File: src/rtl/booth_datapath_radix2_if.sv
// Strobe/operand/result bundle between the radix-2 Booth controller and its datapath.
interface booth_datapath_radix2_if #(
  parameter int L_word = 4
);
  logic                  i_load_words;
  logic                  i_shift;
  logic                  i_add;
  logic                  i_sub;
  logic                  i_ready;
  logic [L_word-1:0]     i_multiplicand;
  logic [L_word-1:0]     i_multiplier;
  logic                  o_m0;
  logic [2*L_word-1:0]   o_product;
  logic                  o_valid;
  logic                  o_busy;
  logic                  o_err;

  modport master (
    output i_load_words, i_shift, i_add, i_sub, i_ready, i_multiplicand, i_multiplier,
    input  o_m0, o_product, o_valid, o_busy, o_err
  );

  modport slave (
    input  i_load_words, i_shift, i_add, i_sub, i_ready, i_multiplicand, i_multiplier,
    output o_m0, o_product, o_valid, o_busy, o_err
  );
endinterface

File: src/rtl/booth_datapath_radix2.sv
// Radix-2 Booth datapath: operand/accumulator registers driven by controller strobes,
// registered signed product with a one-cycle valid pulse and a sticky illegal-control flag.
module booth_datapath_radix2 #(
  parameter int L_word = 4
) (
  input  logic                     clk,
  input  logic                     rst,
  booth_datapath_radix2_if.slave   bus
);
  localparam int PW = 2 * L_word;

  logic [PW-1:0]     mcand_r;
  logic [PW-1:0]     acc_r;
  logic [PW-1:0]     product_r;
  logic [L_word-1:0] mplier_r;
  logic              busy_r;
  logic              valid_r;
  logic              err_r;

  logic [PW-1:0]     mcand_nxt_s;
  logic [PW-1:0]     acc_nxt_s;
  logic [L_word-1:0] mplier_nxt_s;
  logic              illegal_s;
  logic              done_s;

  function automatic logic [2:0] strobe_count(input logic [3:0] v);
    return {2'b00, v[0]} + {2'b00, v[1]} + {2'b00, v[2]} + {2'b00, v[3]};
  endfunction

  // Next-state of the data registers; a load wins even inside an illegal combination.
  always_comb begin
    illegal_s    = (strobe_count({bus.i_load_words, bus.i_shift, bus.i_add, bus.i_sub}) > 3'd1);
    done_s       = bus.i_ready & busy_r;
    mcand_nxt_s  = mcand_r;
    mplier_nxt_s = mplier_r;
    acc_nxt_s    = acc_r;
    if (bus.i_load_words) begin
      mcand_nxt_s  = {{L_word{bus.i_multiplicand[L_word-1]}}, bus.i_multiplicand};
      mplier_nxt_s = bus.i_multiplier;
      acc_nxt_s    = {PW{1'b0}};
    end else if (illegal_s) begin
      mcand_nxt_s  = mcand_r;
      mplier_nxt_s = mplier_r;
      acc_nxt_s    = acc_r;
    end else begin
      case ({bus.i_shift, bus.i_add, bus.i_sub})
        3'b100: begin
          mcand_nxt_s  = mcand_r << 1;
          mplier_nxt_s = mplier_r >> 1;
        end
        3'b010:  acc_nxt_s = acc_r + mcand_r;
        3'b001:  acc_nxt_s = acc_r - mcand_r;
        default: acc_nxt_s = acc_r;
      endcase
    end
  end

  // Operand and accumulator registers.
  always_ff @(posedge clk or posedge rst) begin
    if (rst) begin
      mcand_r  <= {PW{1'b0}};
      mplier_r <= {L_word{1'b0}};
      acc_r    <= {PW{1'b0}};
    end else begin
      mcand_r  <= mcand_nxt_s;
      mplier_r <= mplier_nxt_s;
      acc_r    <= acc_nxt_s;
    end
  end

  // Job status, result capture and error flag; done samples acc_r before any same-edge load clears it.
  always_ff @(posedge clk or posedge rst) begin
    if (rst) begin
      product_r <= {PW{1'b0}};
      valid_r   <= 1'b0;
      busy_r    <= 1'b0;
      err_r     <= 1'b0;
    end else begin
      valid_r <= done_s;
      if (done_s) begin
        product_r <= acc_r;
      end else begin
        product_r <= product_r;
      end
      if (bus.i_load_words) begin
        busy_r <= 1'b1;
      end else if (done_s) begin
        busy_r <= 1'b0;
      end else begin
        busy_r <= busy_r;
      end
      if (illegal_s) begin
        err_r <= 1'b1;
      end else if (bus.i_load_words) begin
        err_r <= 1'b0;
      end else begin
        err_r <= err_r;
      end
    end
  end

  assign bus.o_m0      = mplier_r[0];
  assign bus.o_product = product_r;
  assign bus.o_valid   = valid_r;
  assign bus.o_busy    = busy_r;
  assign bus.o_err     = err_r;
endmodule

File: src/flat_wrapper.sv
// flat-port wrapper written by rule: the top's interface ports become plain ports
module booth_datapath_radix2_flat 
#(
  parameter int L_word = 4
)
  (clk, rst, bus_i_load_words, bus_i_shift, bus_i_add, bus_i_sub, bus_i_ready, bus_i_multiplicand, bus_i_multiplier, bus_o_m0, bus_o_product, bus_o_valid, bus_o_busy, bus_o_err);
  booth_datapath_radix2_if #(.L_word(L_word)) bus_i ();
  input  logic clk;
  input  logic rst;
  input wire logic [$bits(bus_i.i_load_words)-1:0] bus_i_load_words;
  input wire logic [$bits(bus_i.i_shift)-1:0] bus_i_shift;
  input wire logic [$bits(bus_i.i_add)-1:0] bus_i_add;
  input wire logic [$bits(bus_i.i_sub)-1:0] bus_i_sub;
  input wire logic [$bits(bus_i.i_ready)-1:0] bus_i_ready;
  input wire logic [$bits(bus_i.i_multiplicand)-1:0] bus_i_multiplicand;
  input wire logic [$bits(bus_i.i_multiplier)-1:0] bus_i_multiplier;
  output wire logic [$bits(bus_i.o_m0)-1:0] bus_o_m0;
  output wire logic [$bits(bus_i.o_product)-1:0] bus_o_product;
  output wire logic [$bits(bus_i.o_valid)-1:0] bus_o_valid;
  output wire logic [$bits(bus_i.o_busy)-1:0] bus_o_busy;
  output wire logic [$bits(bus_i.o_err)-1:0] bus_o_err;
  assign bus_i.i_load_words = bus_i_load_words;
  assign bus_i.i_shift = bus_i_shift;
  assign bus_i.i_add = bus_i_add;
  assign bus_i.i_sub = bus_i_sub;
  assign bus_i.i_ready = bus_i_ready;
  assign bus_i.i_multiplicand = bus_i_multiplicand;
  assign bus_i.i_multiplier = bus_i_multiplier;
  assign bus_o_m0 = bus_i.o_m0;
  assign bus_o_product = bus_i.o_product;
  assign bus_o_valid = bus_i.o_valid;
  assign bus_o_busy = bus_i.o_busy;
  assign bus_o_err = bus_i.o_err;
  booth_datapath_radix2 #(.L_word(L_word)) u_core (.clk(clk), .rst(rst), .bus(bus_i));
endmodule
File: config.mk
export PLATFORM = sky130hd
export DESIGN_NAME = booth_datapath_radix2_flat
export DESIGN_NICKNAME = d
export VERILOG_FILES = /design/src/rtl/booth_datapath_radix2_if.sv /design/src/rtl/booth_datapath_radix2.sv /design/src/flat_wrapper.sv
export SDC_FILE = /design/constraint.sdc
export NUM_CORES = 1
export LEC_CHECK = 0
export BUFFER_PORTS_ARGS = -buffer_cell sky130_fd_sc_hd__buf_2
export CORE_MARGIN = 10
export CORE_UTILIZATION = 30
export DETAILED_ROUTE_END_ITERATION = 10
export SYNTH_ARGS = -nofsm -noshare
export SYNTH_HDL_FRONTEND = slang
export SYNTH_SLANG_ARGS = --single-unit
File: constraint.sdc
create_clock -name clk -period 8 [get_ports clk]
set_input_delay 1.6 -clock clk [delete_from_list [all_inputs] [get_ports clk]]
set_output_delay 1.6 -clock clk [all_outputs]
set_load 0.03 [all_outputs]
# Yosys cells after proc, flatten, opt, wreduce, memory -nomap -nowiden
# Index checks and enable logic that the tools add are counted.
# word_totals
register_bits	31
memories	0
romBits	0
ram_bits	0
latchBits	0
wordCells	37
# classes
shift	0
n_lt_le_gt_ge	1
eq_ne	4
mul	0
bitwise	1
addsub	5
n_reduce_logical	6
n_div	0
mux	13
# ops
op	n
$mux 8	5
$pmux 8 s2	1
$mux 4	3
$add 8x8->8	1
$sub 8x8->8	1
$add 3x1->3	2
$reduce_bool 2->1	3
$mux 1	4
$reduce_and 2->1	2
$eq 3x1->1 const B	1
$eq 3x2->1 const B	1
$eq 3x3->1 const B	1
$gt 3x1->1 const B	1
$reduce_bool 3->1	1
$add 1x1->2	1
$ne 2x2->1 const B	1
$and 1x1->1	1

# Logic depth before layout (Yosys ltp)
# logic_depth
depth_word	6
mapped_depth	12
mapped_depth_nobuf	11

# Worst setup path before layout
# Ideal clock, no wire load.
# synth_timing
kind	input to register
startpoint	input port bus_i_add
endpoint	register u_core.acc_r[7]
setup_time_ns	0.128
t_arrival_ns	3.788
setup_slack_ns	4.085
cell_stages	12
t_required_ns	7.872
cell_sequence	inv_1 > ha_1 > nor2b_1 > clkbuf_1 > mux2_2 > inv_1 > ha_1 > nand2b_1 > a21oi_1 > a221oi_1 > mux2i_1 > mux2_1
# synth_via
elab_chain_len	6
# synth_rtl
element	line	source
from (decl)	flat_wrapper.sv:12	input wire logic [$bits(bus_i.i_add)-1:0] bus_i_add;
$add 1x1->2	booth_datapath_radix2.sv:27	return {2'b00, v[0]} + {2'b00, v[1]} + {2'b00, v[2]} + {2'b00, v[3]};
$add 3x1->3 (2 in series)	booth_datapath_radix2.sv:27	
$gt 3x1->1	booth_datapath_radix2.sv:32	illegal_s = (strobe_count({bus.i_load_words, bus.i_shift, bus.i_add, bus.i_sub}) > 3'd1);
$ne 2x2->1 (no source line)	n/a	
$reduce_and 2->1 (no source line)	n/a	
to (signal assigned)	booth_datapath_radix2.sv:63	acc_r <= {PW{1'b0}};
to (signal assigned)	booth_datapath_radix2.sv:67	acc_r <= acc_nxt_s;
to (decl)	booth_datapath_radix2.sv:13	logic [PW-1:0] acc_r;
# Several ways; a longest one is shown, not always the timed one. The select of a mux whose other input is x is not followed.
# A chain may end at the register's enable or synchronous reset.

# Worst setup path in the final report
# Same ends and word-level chain as after synthesis.

==> results.toml <==
[floorplanning]
start_util = 0.306
die_width_um = 97.3
coreArea_mm2 = 0.00585
rows = 28
dieArea_mm2 = 0.00947
num_io_pins = 27
fp.dieH_um = 97.3

[placement]
place_area_mm2 = 0.00200
dp.cells = 282
io_buffers = 26
post-place-ws_ps = 3690
place_congestion = 0.773
hpwl_mm = 2.70

[clock_tree]
cts_made_buffers = 5
post_cts_buffers = 0
root_buffer = "clkbuf_8"
cts.sinks = 31
cts_hold_buf = 0
htreeDepth = 2
cts.clk_slew.worst_paths_ps = 70
cts_resized = 0
cts_tree = "done"
cts.path.max_buffers = 2
clk_latency_ps = 280

[worst_setup_path]
worst-path-buf-inv = 3
arrival_ps = 4130
cp_max_fo = 8
r2r_start = "u_core.mcand_r[2]"
crit_path_start_kind = "input pin"
worst_path_dominant_cell_family = "multiplexers"
crit_path_end_kind = "flop"
startpoint = "bus_i_add"
crit_path_top_delay_cell = "nor2b_1"
cp_slowest_stage_delay_ps = 420
crit_type = "input pin to flop"
cp.required_ps = 8170
path_cells = "buf_2, inv_1, ha_1, nor2b_1, mux2_2, inv_1, ha_1, nand2b_1, a21oi_1, a221oi_1, mux2i_1, mux2_1"

[grt]
antenna_found_initial = 0
grt_max_degree = 32
grt_pass1_wl_mm = 6.35
grt_pass1_vias = 1392
grt.total_usage = 0.0788
grt-ovfl-total = 0

[power_and_ir_drop]
power_density_mw_per_mm2 = 193
max-vdd-ir-drop_mv = 0.0913
p_leak_nw = 1.04
fin_total_pwr_uw = 402

[synthesis]
synth_top_area_cell = "dfrtp_1"
synth-edff-count = 0
syn-cell-area_mm2 = 0.00179
synthFlopType = "dfrtp_1"
synth_cell_types = 37
ys_seq_area_frac = 0.433
synth_top_area_frac = 0.433
ys_ff_latch = 31
synth-async-reset-ratio = 1.00
synth_area_leaders = "dfrtp_1, ha_1, mux2i_1, mux2_2, o21ai_0"
synth_cells = 187
syn_nets = 216
yosys_warnings = 0
syn_avg_cell_area_um2 = 9.59

[drt]
viasPerCell = 4.66
drt_wl_total_mm = 3.55
vias = 1350
wl_per_cell_um = 12.2
first_pass_iters = 4
drtAntennaViolNets = 0
first_iter_violations = 31
drc = 0

[sta]
whs_ps = 475
setup_viol = 0
max_freq_mhz = 252
timing.final.crit_share = 0.495
relSlewSlack = 0.508
final-hold-violation-count = 0
fin_tns_setup_ps = 0
period_minus_slack_ps = 3960
fin_skew_ps = 6.15
report.final.slew_viol_count = 0
rsz0062_at_grt = "false"
worst_slew_pin_slew_ps = 734
setup_slack_ps = 4040

[hold_path]
hp-class = "flop to flop"
holdCritStartpoint = "u_core.bus.o_product[1]"

[layout]
finish.instance_area_mm2 = 0.00208
drive_gt1_frac = 0.200
synthToLayoutAreaGrowth_pct = 16.3
num-fill-cells = 608
final_common_cell = "dfrtp_1"
n_antenna_cell = 0
final_util = 0.356
stdcell_count = 290
layout.nets = 243
layout_common_cells = "dfrtp_1, buf_2, nand2_1, inv_1, o21ai_0"

[flow_run]
cap_violations = 0

[status]
outcome = "completed"
[per-layer routing]
layer,wire length [um],vias to the layer above,global-route usage
met5,0,-,0
met4,44,0,0.0268
met2,1560,25,0.128
met3,212,6,0.0299
li1,-,711,-
met1,1730,608,0.0933
[Yosys cell counts, drive strengths merged, types with 6 or more instances]
cell	n
a21oi	13
clkbuf	7
dfrtp	31
ha	13
inv	14
mux2	8
mux2i	9
nand2	18
nor2	13
o21ai	14
xnor2	6
[final timing paths]
check	slack [ps]	cells after the start	to
worst min-delay path	480	2	u_core.bus.o_product[1]
max in group asynchronous	6310	3	u_core.mcand_r[3]
worst max-delay path	4040	12	u_core.acc_r[7]
min in group asynchronous	1390	3	u_core.acc_r[7]
worst min register to register	480	2	u_core.bus.o_product[1]
worst max register to register	5240	8	u_core.acc_r[7]
[registers in the layout, summed over array words and instances (netlist names)]
name / cells
u_core.acc_r: 8
u_core.bus.o_product: 8
u_core.mcand_r: 8
u_core.mplier_r: 4
u_core.bus.o_busy: 1
u_core.bus.o_err: 1
u_core.bus.o_valid: 1
[area by class of cell]
| cell class | count | area, um2 | area share |
|---|---|---|---|
| clock buffers | 5 | 68.8 | 0.0330 |
| multi-input cells | 134 | 933 | 0.448 |
| clock inverters | 3 | 15.0 | 0.00720 |
| well taps | 75 | 93.8 | 0.0450 |
| flip-flops and latches | 31 | 776 | 0.372 |
| repair buffers | 28 | 145 | 0.0696 |
| inverters | 14 | 52.6 | 0.0252 |
[worst register-to-register path, stage by stage (launching register included)]
cell      delay [ps]
dfrtp_1          460
nor4_1           490
a21oi_1          160
xnor2_1          150
ha_1             320
and3_1           190
a221oi_1         310
mux2i_1          240
mux2_1           330
[report_power, final]
group / leakage [nW] / switching [mW] / internal (mW)
logic: 0.599 / 0.0587 / 0.0434
registers: 0.394 / 0.0118 / 0.171
clock network: 0.0477 / 0.0576 / 0.0594
[kinds of logic (layout without fill, tap and decap cells)]
| kind of cell | Yosys count | count (layout) | synth area share |
|---|---|---|---|
| AO/OA/AOI/OAI | 43 | 43 | 0.144 |
| XOR/XNOR | 6 | 6 | 0.0293 |
| adder cells (fa/ha/maj) | 14 | 14 | 0.102 |
| buffers and inverters | 22 | 50 | 0.0468 |
| flip-flops | 31 | 31 | 0.433 |
| multiplexers | 17 | 17 | 0.100 |
| AND/OR/NAND/NOR | 54 | 54 | 0.145 |
(Power assumes the default switching activity.)
